**src/rtl/regfile_pkg.sv**
```systemverilog
// Shared defaults and the write-request bundle for the regfile_sb register file.
package regfile_pkg;

  localparam int DEF_DW    = 8;
  localparam int DEF_DEPTH = 16;
  localparam int DEF_AW    = $clog2(DEF_DEPTH);
  localparam int DEF_NRD   = 2;

  typedef struct packed {
    logic              we;
    logic [DEF_AW-1:0] wa;
    logic [DEF_DW-1:0] wd;
  } wr_req_t;

endpackage

```
**src/rtl/regfile_sb_if.sv**
```systemverilog
// Decode/writeback-facing bundle of regfile_sb: read ports, two write ports, scoreboard set.
interface regfile_sb_if
  import regfile_pkg::*;
#(
  parameter int DW  = DEF_DW,
  parameter int AW  = DEF_AW,
  parameter int NRD = DEF_NRD
);

  logic [NRD*AW-1:0] rd_addr;
  logic [NRD*DW-1:0] rd_data;
  logic [NRD-1:0]    rd_busy;
  logic              we0;
  logic [AW-1:0]     wa0;
  logic [DW-1:0]     wd0;
  logic              we1;
  logic [AW-1:0]     wa1;
  logic [DW-1:0]     wd1;
  logic              sb_set;
  logic [AW-1:0]     sb_addr;
  logic              wr_collide;
  logic              busy_any;

  modport master (
    output rd_addr, we0, wa0, wd0, we1, wa1, wd1, sb_set, sb_addr,
    input  rd_data, rd_busy, wr_collide, busy_any
  );

  modport slave (
    input  rd_addr, we0, wa0, wd0, we1, wa1, wd1, sb_set, sb_addr,
    output rd_data, rd_busy, wr_collide, busy_any
  );

endinterface

```
**src/rtl/regfile_scoreboard.sv**
```systemverilog
// Per-register busy bits for load-use hazard detection; a new load (set) beats a
// completing load (clear) on the same register in the same cycle.
module regfile_scoreboard #(
  parameter int DEPTH    = 16,
  parameter int AW       = 4,
  parameter int ZERO_REG = 1
) (
  input  logic             clk,
  input  logic             rst_n,
  input  logic             i_set,
  input  logic [AW-1:0]    i_set_addr,
  input  logic             i_clr,
  input  logic [AW-1:0]    i_clr_addr,
  output logic [DEPTH-1:0] o_busy
);

  localparam bit ZR = (ZERO_REG != 0);

  logic [DEPTH-1:0] r_busy;
  logic [DEPTH-1:0] w_busy_nxt;

  // Next busy state: set wins over clear, register 0 is never busy when hardwired
  always_comb begin
    w_busy_nxt = r_busy;
    for (int r = 0; r < DEPTH; r++) begin
      if (ZR && (r == 0)) begin
        w_busy_nxt[r] = 1'b0;
      end else if (i_set && (i_set_addr == AW'(r))) begin
        w_busy_nxt[r] = 1'b1;
      end else if (i_clr && (i_clr_addr == AW'(r))) begin
        w_busy_nxt[r] = 1'b0;
      end else begin
        w_busy_nxt[r] = r_busy[r];
      end
    end
  end

  // Busy flops; reset aborts every pending load
  always_ff @(posedge clk or negedge rst_n) begin
    if (!rst_n) begin
      r_busy <= {DEPTH{1'b0}};
    end else begin
      r_busy <= w_busy_nxt;
    end
  end

  assign o_busy = r_busy;

endmodule

```
**src/rtl/regfile_sb.sv**
```systemverilog
// Multi-port register file with ALU/load write ports and load scoreboard.
// Optional same-cycle write-to-read forwarding: define REGFILE_BYPASS_EN.
module regfile_sb
  import regfile_pkg::*;
#(
  parameter int DW       = DEF_DW,
  parameter int DEPTH    = DEF_DEPTH,
  parameter int NRD      = DEF_NRD,
  parameter int ZERO_REG = 1
) (
  input logic         clk,
  input logic         rst_n,
  regfile_sb_if.slave bus
);

  localparam int AW = $clog2(DEPTH);
  localparam bit ZR = (ZERO_REG != 0);

  logic [DW-1:0]    r_mem [DEPTH];
  logic             r_collide;
  logic [DEPTH-1:0] w_busy;
  logic             w_we0;
  logic             w_we1;
  logic             w_collide;
  logic [AW-1:0]    w_ra;
  logic [DW-1:0]    w_rd;
  logic             w_rb;

  // Writes aimed at a hardwired zero register vanish before they can collide
  assign w_we0     = bus.we0 & ~(ZR & (bus.wa0 == {AW{1'b0}}));
  assign w_we1     = bus.we1 & ~(ZR & (bus.wa1 == {AW{1'b0}}));
  assign w_collide = w_we0 & w_we1 & (bus.wa0 == bus.wa1);

  // Storage and collision flag; port 1 is written last so the load data wins
  always_ff @(posedge clk or negedge rst_n) begin
    if (!rst_n) begin
      for (int r = 0; r < DEPTH; r++) begin
        r_mem[r] <= {DW{1'b0}};
      end
      r_collide <= 1'b0;
    end else begin
      r_collide <= w_collide;
      if (w_we0) begin
        r_mem[bus.wa0] <= bus.wd0;
      end
      if (w_we1) begin
        r_mem[bus.wa1] <= bus.wd1;
      end
    end
  end

  regfile_scoreboard #(
    .DEPTH    (DEPTH),
    .AW       (AW),
    .ZERO_REG (ZERO_REG)
  ) u_sb (
    .clk        (clk),
    .rst_n      (rst_n),
    .i_set      (bus.sb_set),
    .i_set_addr (bus.sb_addr),
    .i_clr      (bus.we1),
    .i_clr_addr (bus.wa1),
    .o_busy     (w_busy)
  );

  // Independent combinational read ports, optionally forwarding this cycle's writes
  always_comb begin
    bus.rd_data = {NRD*DW{1'b0}};
    bus.rd_busy = {NRD{1'b0}};
    w_ra        = {AW{1'b0}};
    w_rd        = {DW{1'b0}};
    w_rb        = 1'b0;
    for (int p = 0; p < NRD; p++) begin
      w_ra = bus.rd_addr[p*AW +: AW];
`ifdef REGFILE_BYPASS_EN
      if (w_we1 && (bus.wa1 == w_ra)) begin
        w_rd = bus.wd1;
      end else if (w_we0 && (bus.wa0 == w_ra)) begin
        w_rd = bus.wd0;
      end else begin
        w_rd = r_mem[w_ra];
      end
      if (bus.sb_set && (bus.sb_addr == w_ra)) begin
        w_rb = 1'b1;
      end else if (bus.we1 && (bus.wa1 == w_ra)) begin
        w_rb = 1'b0;
      end else begin
        w_rb = w_busy[w_ra];
      end
`else
      w_rd = r_mem[w_ra];
      w_rb = w_busy[w_ra];
`endif
      if (ZR && (w_ra == {AW{1'b0}})) begin
        w_rd = {DW{1'b0}};
        w_rb = 1'b0;
      end else begin
        w_rd = w_rd;
        w_rb = w_rb;
      end
      bus.rd_data[p*DW +: DW] = w_rd;
      bus.rd_busy[p]          = w_rb;
    end
  end

  assign bus.wr_collide = r_collide;
  assign bus.busy_any   = |w_busy;

endmodule

```
**src/flat_wrapper.sv**
```systemverilog
// flat-port wrapper written by rule: the top's interface ports become plain ports
module regfile_sb_flat import regfile_pkg::*;
#(
  parameter int DW       = DEF_DW,
  parameter int DEPTH    = DEF_DEPTH,
  parameter int NRD      = DEF_NRD,
  parameter int ZERO_REG = 1
)
  (clk, rst_n, bus_rd_addr, bus_we0, bus_wa0, bus_wd0, bus_we1, bus_wa1, bus_wd1, bus_sb_set, bus_sb_addr, bus_rd_data, bus_rd_busy, bus_wr_collide, bus_busy_any);
  regfile_sb_if #(.DW(DW), .AW((4)), .NRD(NRD)) bus_i ();
  input logic clk;
  input logic rst_n;
  input wire logic [$bits(bus_i.rd_addr)-1:0] bus_rd_addr;
  input wire logic [$bits(bus_i.we0)-1:0] bus_we0;
  input wire logic [$bits(bus_i.wa0)-1:0] bus_wa0;
  input wire logic [$bits(bus_i.wd0)-1:0] bus_wd0;
  input wire logic [$bits(bus_i.we1)-1:0] bus_we1;
  input wire logic [$bits(bus_i.wa1)-1:0] bus_wa1;
  input wire logic [$bits(bus_i.wd1)-1:0] bus_wd1;
  input wire logic [$bits(bus_i.sb_set)-1:0] bus_sb_set;
  input wire logic [$bits(bus_i.sb_addr)-1:0] bus_sb_addr;
  output wire logic [$bits(bus_i.rd_data)-1:0] bus_rd_data;
  output wire logic [$bits(bus_i.rd_busy)-1:0] bus_rd_busy;
  output wire logic [$bits(bus_i.wr_collide)-1:0] bus_wr_collide;
  output wire logic [$bits(bus_i.busy_any)-1:0] bus_busy_any;
  assign bus_i.rd_addr = bus_rd_addr;
  assign bus_i.we0 = bus_we0;
  assign bus_i.wa0 = bus_wa0;
  assign bus_i.wd0 = bus_wd0;
  assign bus_i.we1 = bus_we1;
  assign bus_i.wa1 = bus_wa1;
  assign bus_i.wd1 = bus_wd1;
  assign bus_i.sb_set = bus_sb_set;
  assign bus_i.sb_addr = bus_sb_addr;
  assign bus_rd_data = bus_i.rd_data;
  assign bus_rd_busy = bus_i.rd_busy;
  assign bus_wr_collide = bus_i.wr_collide;
  assign bus_busy_any = bus_i.busy_any;
  regfile_sb #(.DW(DW), .DEPTH(DEPTH), .NRD(NRD), .ZERO_REG(ZERO_REG)) u_core (.clk(clk), .rst_n(rst_n), .bus(bus_i));
endmodule
```
**config.mk**
```make
export PLATFORM = sky130hd
export DESIGN_NAME = regfile_sb_flat
export DESIGN_NICKNAME = d
export VERILOG_FILES = /design/src/rtl/regfile_pkg.sv /design/src/rtl/regfile_sb_if.sv /design/src/rtl/regfile_scoreboard.sv /design/src/rtl/regfile_sb.sv /design/src/flat_wrapper.sv
export SDC_FILE = /design/constraint.sdc
export NUM_CORES = 1
export LEC_CHECK = 0
export CAP_MARGIN = 10
export CELL_PAD_IN_SITES_DETAIL_PLACEMENT = 2
export CELL_PAD_IN_SITES_GLOBAL_PLACEMENT = 2
export CORE_MARGIN = 2
export CORE_UTILIZATION = 35
export DETAILED_ROUTE_END_ITERATION = 7
export GPL_ROUTABILITY_DRIVEN = 0
export PLACE_DENSITY = 0.76
export SLEW_MARGIN = 20
export SYNTH_ARGS = -nofsm -noshare
export SYNTH_HDL_FRONTEND = slang
export SYNTH_SLANG_ARGS = --single-unit
```
**constraint.sdc**
```tcl
create_clock -name clk -period 2 [get_ports clk]
set_clock_uncertainty 0.15 [all_clocks]
set_input_delay 0.3 -clock clk [delete_from_list [all_inputs] [get_ports clk]]
set_output_delay 0.3 -clock clk [all_outputs]
set_load 0.01 [all_outputs]
```
* Yosys cells after proc, flatten, opt, wreduce, memory -nomap -nowiden
Cells that the tools add are included.
Widths: inputs -> output; s select.
** Word-level totals
- Output and inout bits :: 20
- Bits in registers :: 144
- Input port bits :: 41
- Word-level logic and storage cells :: 185
** Operators by class
- Order comparisons :: 8
- Mux-type cells :: 52
- Equality and inequality tests :: 31
- Reductions and logical operators :: 52
- Bitwise operators :: 10
** Operator list (number)
- $bwmux 128 :: 2
- $mux 128 :: 2
- $bmux 8 s4 :: 2
- $demux 8 s4 :: 2
- $eq 4x4->1 const B :: 16
- $mux 8 :: 8
- $mux 1 :: 34
- $eq 4x3->1 const B :: 8
- $logic_and 1x1->1 :: 32
- $reduce_bool 2->1 :: 15
- $ge 5x5->1 const B :: 4
- $not 4->5 :: 4
- $eq 4x2->1 const B :: 4
- $logic_not 4->1 :: 4
- $reduce_or 15->1 :: 1
- $lt 4x5->1 const B :: 2
- $lt 5x1->1 const B :: 2
- $bmux 1 s4 :: 2
- $eq 4x1->1 const B :: 2
- $and 1x1->1 :: 4
- $eq 4x4->1 :: 1
- $not 1->1 :: 2

* Depth between registers and ports, before layout
- Depth after elaboration :: 9
- Mapped depth :: 7

* By module
A second synthesis with hierarchy kept.
** Second synthesis, totals
- Cells, all modules :: 850
- Area total of the unflattened synthesis :: 8732.1 um^2
** By module, submodules not included
- regfile_sb :: area each 8091.5 um^2, instances 1, seq. area each 3027.9 um^2, cells an instance 787
- regfile_scoreboard :: area each 640.6 um^2, instances 1, seq. area each 375.4 um^2, cells an instance 63

* Least setup slack after synthesis
OpenSTA, ideal clock, no wires.
- Path kind :: in2out
- Start :: input port bus_rd_addr[4]
- End :: output port bus_rd_busy[1]
- Arrival :: 1629 ps
- Cell stages on the path :: 6
- Slack :: -79 ps
- Path buffers :: 3
- Path through :: buf_2 buf_4 mux4_2 a22oi_1 o21ai_0 buf_4
** On the way
- Longest elaborated chain between the ends :: 3
- Elaborated cells between the ends (all ways) :: 4
- Classes of those cells :: 3 x mux; 1 x reduce/logical
** Ends and longest elaborated chain
- from (decl) :: line flat_wrapper.sv:13 : input wire logic [$bits(bus_i.rd_addr)-1:0] bus_rd_addr;
- $bmux 1 s4 :: line regfile_sb.sv:92 : w_rb = w_busy[w_ra];
- $mux 1 (not written as such) :: line regfile_sb.sv:92
- $mux 1 (*) :: line regfile_sb.sv:94 : if (ZR && (w_ra == {AW{1'b0}})) begin
- to (decl) :: line flat_wrapper.sv:23 : output wire logic [$bits(bus_i.rd_busy)-1:0] bus_rd_busy;
Mark *: on every way between the ends. The rest lies on a longest branch, timed or not. The select of a mux whose other input is x is not followed.

* Final worst setup path
- Start :: register u_core.r_mem[20] (netlist bit)
- End :: output port bus_rd_data[4]
** On the way
- Longest elaborated chain between the ends :: 4
** Ends and longest elaborated chain
- from (decl) :: line regfile_sb.sv:19 : logic [DW-1:0] r_mem [DEPTH];
- from (signal, indexed assignment) :: line regfile_sb.sv:38 : r_mem[r] <= {DW{1'b0}};
- from (signal, indexed assignment) :: line regfile_sb.sv:44 : r_mem[bus.wa0] <= bus.wd0;
- from (signal, indexed assignment) :: line regfile_sb.sv:47 : r_mem[bus.wa1] <= bus.wd1;
- $bmux 8 s4 :: line regfile_sb.sv:91 : w_rd = r_mem[w_ra];
- $mux 8 (not written as such) (2 in a row) :: line regfile_sb.sv:91
- $mux 8 :: line regfile_sb.sv:94
- to (decl) :: line flat_wrapper.sv:22 : output wire logic [$bits(bus_i.rd_data)-1:0] bus_rd_data;
Every way passes these cells. The select of a mux whose other input is x is not followed.

==> impl_metrics.env <==
export IMPL_synth_cells=917
export IMPL_chipWidth_um=164
export IMPL_power_mw=12.4
export IMPL_first_pass_iters=6
export IMPL_cp_arrival_ps=2070
export IMPL_cts_tree="built"
export IMPL_status="finished with violations"
export IMPL_reg2reg_slack_ps=580
export IMPL_timing_rr_start="u_core.r_mem[112]"
export IMPL_drc=0
export IMPL_worst_r2r_endpoint="u_core.r_mem[112]"
export IMPL_start_util_pct=35.7
export IMPL_yosysMostFrequentCell="mux2i_1"
export IMPL_cts_num_sinks=143
export IMPL_wl_um=53800
export IMPL_seq_area_frac_synth_pct=39.8
export IMPL_dp_hpwl_um=30900
export IMPL_wl_met2_um=25300
export IMPL_synth_top_area_share_pct=39.8
export IMPL_synth_largest_area_cell="dfrtp_1"
export IMPL_drive_gt1_share_pct=35.6
export IMPL_nNetsFinal=1171
export IMPL_max_slew_margin_rel_pct=62.2
export IMPL_initialDrtViolationCount=1226
export IMPL_die_h_um=164
export IMPL_clk_pin_slew_ps=70
export IMPL_ctsRootBufferMaster="clkbuf_16"
export IMPL_synth_edf_count=0
export IMPL_wl_met3_um=4590
export IMPL_grt_overflow_total=0
export IMPL_multi_input_area_um2=5400
export IMPL_rows=58
export IMPL_wl_met1_um=19900
export IMPL_critPathKind="flop to primary output"
export IMPL_crit_chain="buf_6 -> mux4_2 -> nand2_2 -> nand2_2 -> a22o_4 -> buf_6"
export IMPL_grt_pass1_vias=11000
export IMPL_cp_slowest_cell="mux4_2"
export IMPL_io_buffer_count=60
export IMPL_worst_pin_slew_ps=563
export IMPL_synth_seq_cells=143
export IMPL_top_layer="met4"
export IMPL_cts_made_buffers=17
export IMPL_avgSynthCellArea_um2=9.80
export IMPL_vdd_ir_drop_max_v=0.000557
export IMPL_finalSetupViolations=19
export IMPL_cellPowerDensity_nw_per_um2=973
export IMPL_grt_pass1_wl_um=76700
export IMPL_slew_violations=0
export IMPL_rsz0062_at_grt="yes"
export IMPL_ant_nets=0
export IMPL_ys_types=48
export IMPL_startpoint_type="flop"
export IMPL_final_hold_viol_count=0
export IMPL_ys_flop_type="dfrtp_1"
export IMPL_viasPerCell=6.73
export IMPL_yosys_top_cells_area="dfrtp_1, mux2i_1, mux4_2"
export IMPL_dieArea_um2=27000
export IMPL_register_area_um2=3580
export IMPL_synthTopCellsByCount="mux2i_1, dfrtp_1, nor2_1"
export IMPL_pin_count=61
export IMPL_coreArea_um2=25200
export IMPL_h_tree_depth=4
export IMPL_p_leak_nw=5.48
export IMPL_antenna_found_initial=0
export IMPL_violations="setup timing"
export IMPL_cp_max_fo=2
export IMPL_post_route_util_pct=50.8
export IMPL_fmax_ghz=0.397
export IMPL_antenna_cells=0
export IMPL_drv_cap=0
export IMPL_synthToLayoutAreaGrowth_pct=42.3
export IMPL_placed_area_um2=11600
export IMPL_clk_latency_ps=440
export IMPL_setup_tns_final_ps=-7560
export IMPL_avgRoutedWirePerCell_um=36.6
export IMPL_syn_num_nets=958
export IMPL_grt_use_total_pct=40.0
export IMPL_cp_required_ps=1550
export IMPL_rr_worst_depth=3
export IMPL_clock_path_buffers=2
export IMPL_worstHoldPathType="input pin to async pin"
export IMPL_stdcell_area_um2=12800
export IMPL_vias=9914
export IMPL_grt_max_degree=38
export IMPL_syn_area_um2=8990
export IMPL_slowest_delay_ps=490
export IMPL_async_flop_share_pct=100
export IMPL_synth_warnings=0
export IMPL_cp_end_kind="primary output"
export IMPL_fin_ws_ps=-518
export IMPL_nFillCells=2506
export IMPL_whs_ps=176
export IMPL_period_share_pct=126
export IMPL_fin_crit_ps=2520
[repair_timing]
item | in CTS | in global routing
resized for setup | 181 | 37
endpoints found under the hold margin | 107 | 0
pin swaps | 27 | 13
endpoints found under the setup margin | 19 | 21
cloned | 2 | 0
setup buffers | 13 | 10
hold buffers | 1 | 0
[placed cells by master (no fill, tap or decap), types with 8 or more instances in the layout]
cell / netlist / layout
clkbuf_16: 0 / 17
a21oi_1: 89 / 89
buf_6: 0 / 31
nor2_2: 7 / 8
nor2_1: 95 / 92
buf_4: 4 / 153
buf_12: 0 / 38
dfrtp_1: 143 / 143
o21ai_1: 2 / 12
mux2i_1: 144 / 143
nor3_1: 21 / 20
mux4_2: 40 / 40
nand2_2: 0 / 19
a22oi_2: 0 / 13
clkdlybuf4s50_1: 0 / 34
mux2_2: 9 / 9
inv_1: 8 / 8
a211oi_1: 14 / 14
o21ai_0: 58 / 42
buf_2: 38 / 18
nand2_1: 85 / 64
[cells by family after synthesis]
family	synth area share [%]
and+or+nand+nor	13.5
AOI/OAI and AO/OA	14.5
xor gates and xnor gates	0.292
DFF	39.8
buffers and inverters	4.64
muxes	27.2
[layer usage]
metal | vias to the layer above | GRT usage, %
met3 | 281 | 9.82
met2 | 737 | 65.4
li1 | 3792 | -
met1 | 5104 | 46.7
met5 | - | 0
met4 | 0 | 26.6
[power breakdown]
group          leakage (nW)  switching, mW  total [mW]  internal, mW
Combinational          3.49           2.40        4.55          2.15
Sequential             1.69          0.803        4.39          3.59
Clock                 0.295           1.49        3.50          2.01
[worst max-delay path, delay by kind of cell (launching register included)]
family          cells  cell delay (ps)
buf+inv             2              270
simple gates        2              180
compound gates      1              250
flops               1              430
mux                 1              490
[area by class of cell]
type                    instances  share of cell area, %
clock inverters                12                   1.25
multi-input cells             680                   42.2
well taps                     330                   3.23
inverters                       9                  0.274
repair buffers                279                   21.5
flip-flops and latches        143                   28.0
clock buffers                  20                   3.49
[per-stage QoR]
step                setup slack (ps)  std cells
floorplan                      -7.97        917
global placement                -936       1422
detailed placement              -987       1422
CTS                             -480       1465
global route                    -530       1473
finish                          -518       1473
[worst max path at each step]
stage                     startpoint  cells past startpoint  slack [ps]               to
floorplan             bus_rd_addr[6]                      7          -8   bus_rd_busy[1]
global placement      bus_rd_addr[5]                      7        -940   bus_rd_data[9]
detailed placement    bus_rd_addr[5]                      7        -990   bus_rd_data[9]
CTS                 u_core.r_mem[29]                      5        -480  bus_rd_data[13]
global route         u_core.r_mem[4]                      6        -530   bus_rd_data[4]
finish              u_core.r_mem[20]                      6        -520   bus_rd_data[4]
[flip-flops by register name (all words and copies together), names as in the netlist]
name	count
u_core.u_sb.o_busy	15
u_core.bus.wr_collide	1
u_core.r_mem	127
No activity file was read; power rests on OpenSTA's default activity.
==> RTL change, RTL diff (same flow settings) <==
The option `REGFILE_BYPASS_EN` is turned on by a define.
--- a/src/rtl/regfile_sb.sv
+++ b/src/rtl/regfile_sb.sv
@@ -1,5 +1,7 @@
 // Multi-port register file with ALU/load write ports and load scoreboard.
 // Optional same-cycle write-to-read forwarding: define REGFILE_BYPASS_EN.
+`define REGFILE_BYPASS_EN
+
 module regfile_sb
   import regfile_pkg::*;
 #(
Function: changed (a bounded check fails within 4 cycles, from zero or initial values and one cycle with rst_n low).
==> RTL change against the original RTL <==
- the flow still finishes with violations (setup timing)
- sequential power about the same
- critical path depth up 2
- area after synthesis up 8.4%
- total power down 0.91%
- setup slack worse by 0.24 ns
- sequential share of layout area down 1.0 points
- cell area up 4.6%
- wire length down 1.8%
- maximum frequency down 8.6%
- sequential cell count up 1
- synthesized cell count up 5.9%
==> RTL change: results (changes against the original RTL) <==
Compound-Gate Fraction of Synth Area=12.2% (-2.4 points); Post-DP HPWL=32.2 mm (+4.3%); vias in the first global route=10700 (-2.1%); multi-input gate count=706 (+3.8%); routed wire length=52.9 mm (-1.8%); 1st-iter DRT viols=1132 (-7.7%); met1 Use GR=41.7% (-5.1 points); setup bufs post-CTS=16 (+3); Worst path max stage delay=0.46 ns (-0.03 ns); failing checks=setup timing; clk cell area share=4.45% (-0.29 points); sequential share of cell area=27.0% (-1.0 points); switching pwr=4600 uW (-2.0%); flops & latches, synth=144 (+0.70%); unique cell type count in the Yosys netlist=40 (-17%); Tot GR Track Use=34.6% (-5.5 points); Layout clock buffers=19 (-5.0%); vias after detailed routing=9889 (-0.25%); Buffers, non-clock=270 (-3.2%); sequential share of the synthesized area=37.0% (-2.8 points); fin area=0.0134 mm2 (+4.6%); placed cells=1474 (+3.7%); metal2 WL=26.2 mm (+3.5%); worst-margin pin slew=0.522 ns (-0.0411 ns); Fin Setup TNS=-12.91 ns (-5.35 ns); Resized cells post-CTS=146 (-19%); nets=1188 (+1.5%); met2 GRT Util=59.2% (-6.2 points); Tapcells=378 (+15%); Final WS setup=-0.754 ns (-0.236 ns); syn_nets=1012 (+5.6%); Vias/cell=6.43 (-4.5%); run status=complete, but fails checks; footprint of the multi-input gates=0.00598 mm2 (+11%); mux cell area share after synthesis=32.7% (+5.5 points); metal3 WL=4.04 mm (-12%); drt pass-1 iters=5 (-1); FILL cells=2763 (+10%); Non-CTS inverters=8 (-1); area post-placement=0.0121 mm2 (+4.9%); XOR/XNOR Fraction of Synth Area=2.52% (+2.2 points); buffering overhead=20.1% (-1.4 points); met3 usage=7.93% (-1.9 points); Worst Path Arrival=2.30 ns (+0.23 ns); highest metal used=met4; wire length of the first global-routing pass=73.2 mm (-4.5%); final setup fails=31 (+12); Pleak=0.00551 uW (+0.64%); Synth Area per Inst=10.0 um2 (+2.3%); Largest register FFs=128 (+0.79%); Worst IR Drop VDD=0.000626 V (+12%)
[RTL change: cell count changes after synthesis, sizes merged, moves of 16 or more]
cell / before / now
a22oi: 16 / 0
buf: 44 / 62
mux2: 9 / 33
nor2: 104 / 82
nor3: 21 / 2
o21ai: 60 / 95
o22ai: 9 / 37
xnor2: 1 / 21
[RTL change: path summary, 6_finish.rpt]
path                                           to  slack [ns]  cells after the start         startpoint
worst max-delay path              bus_rd_data[11]       -0.75                      8   u_core.r_mem[67]
worst min-delay path            u_core.r_mem[105]        0.19                      2              rst_n
worst max register to register   u_core.r_mem[83]        0.50                      4   u_core.r_mem[83]
worst min register to register  u_core.r_mem[126]        0.26                      0  u_core.r_mem[126]
max in group asynchronous       u_core.r_mem[109]        0.81                      3              rst_n
min in group clk                u_core.r_mem[126]        0.26                      0  u_core.r_mem[126]
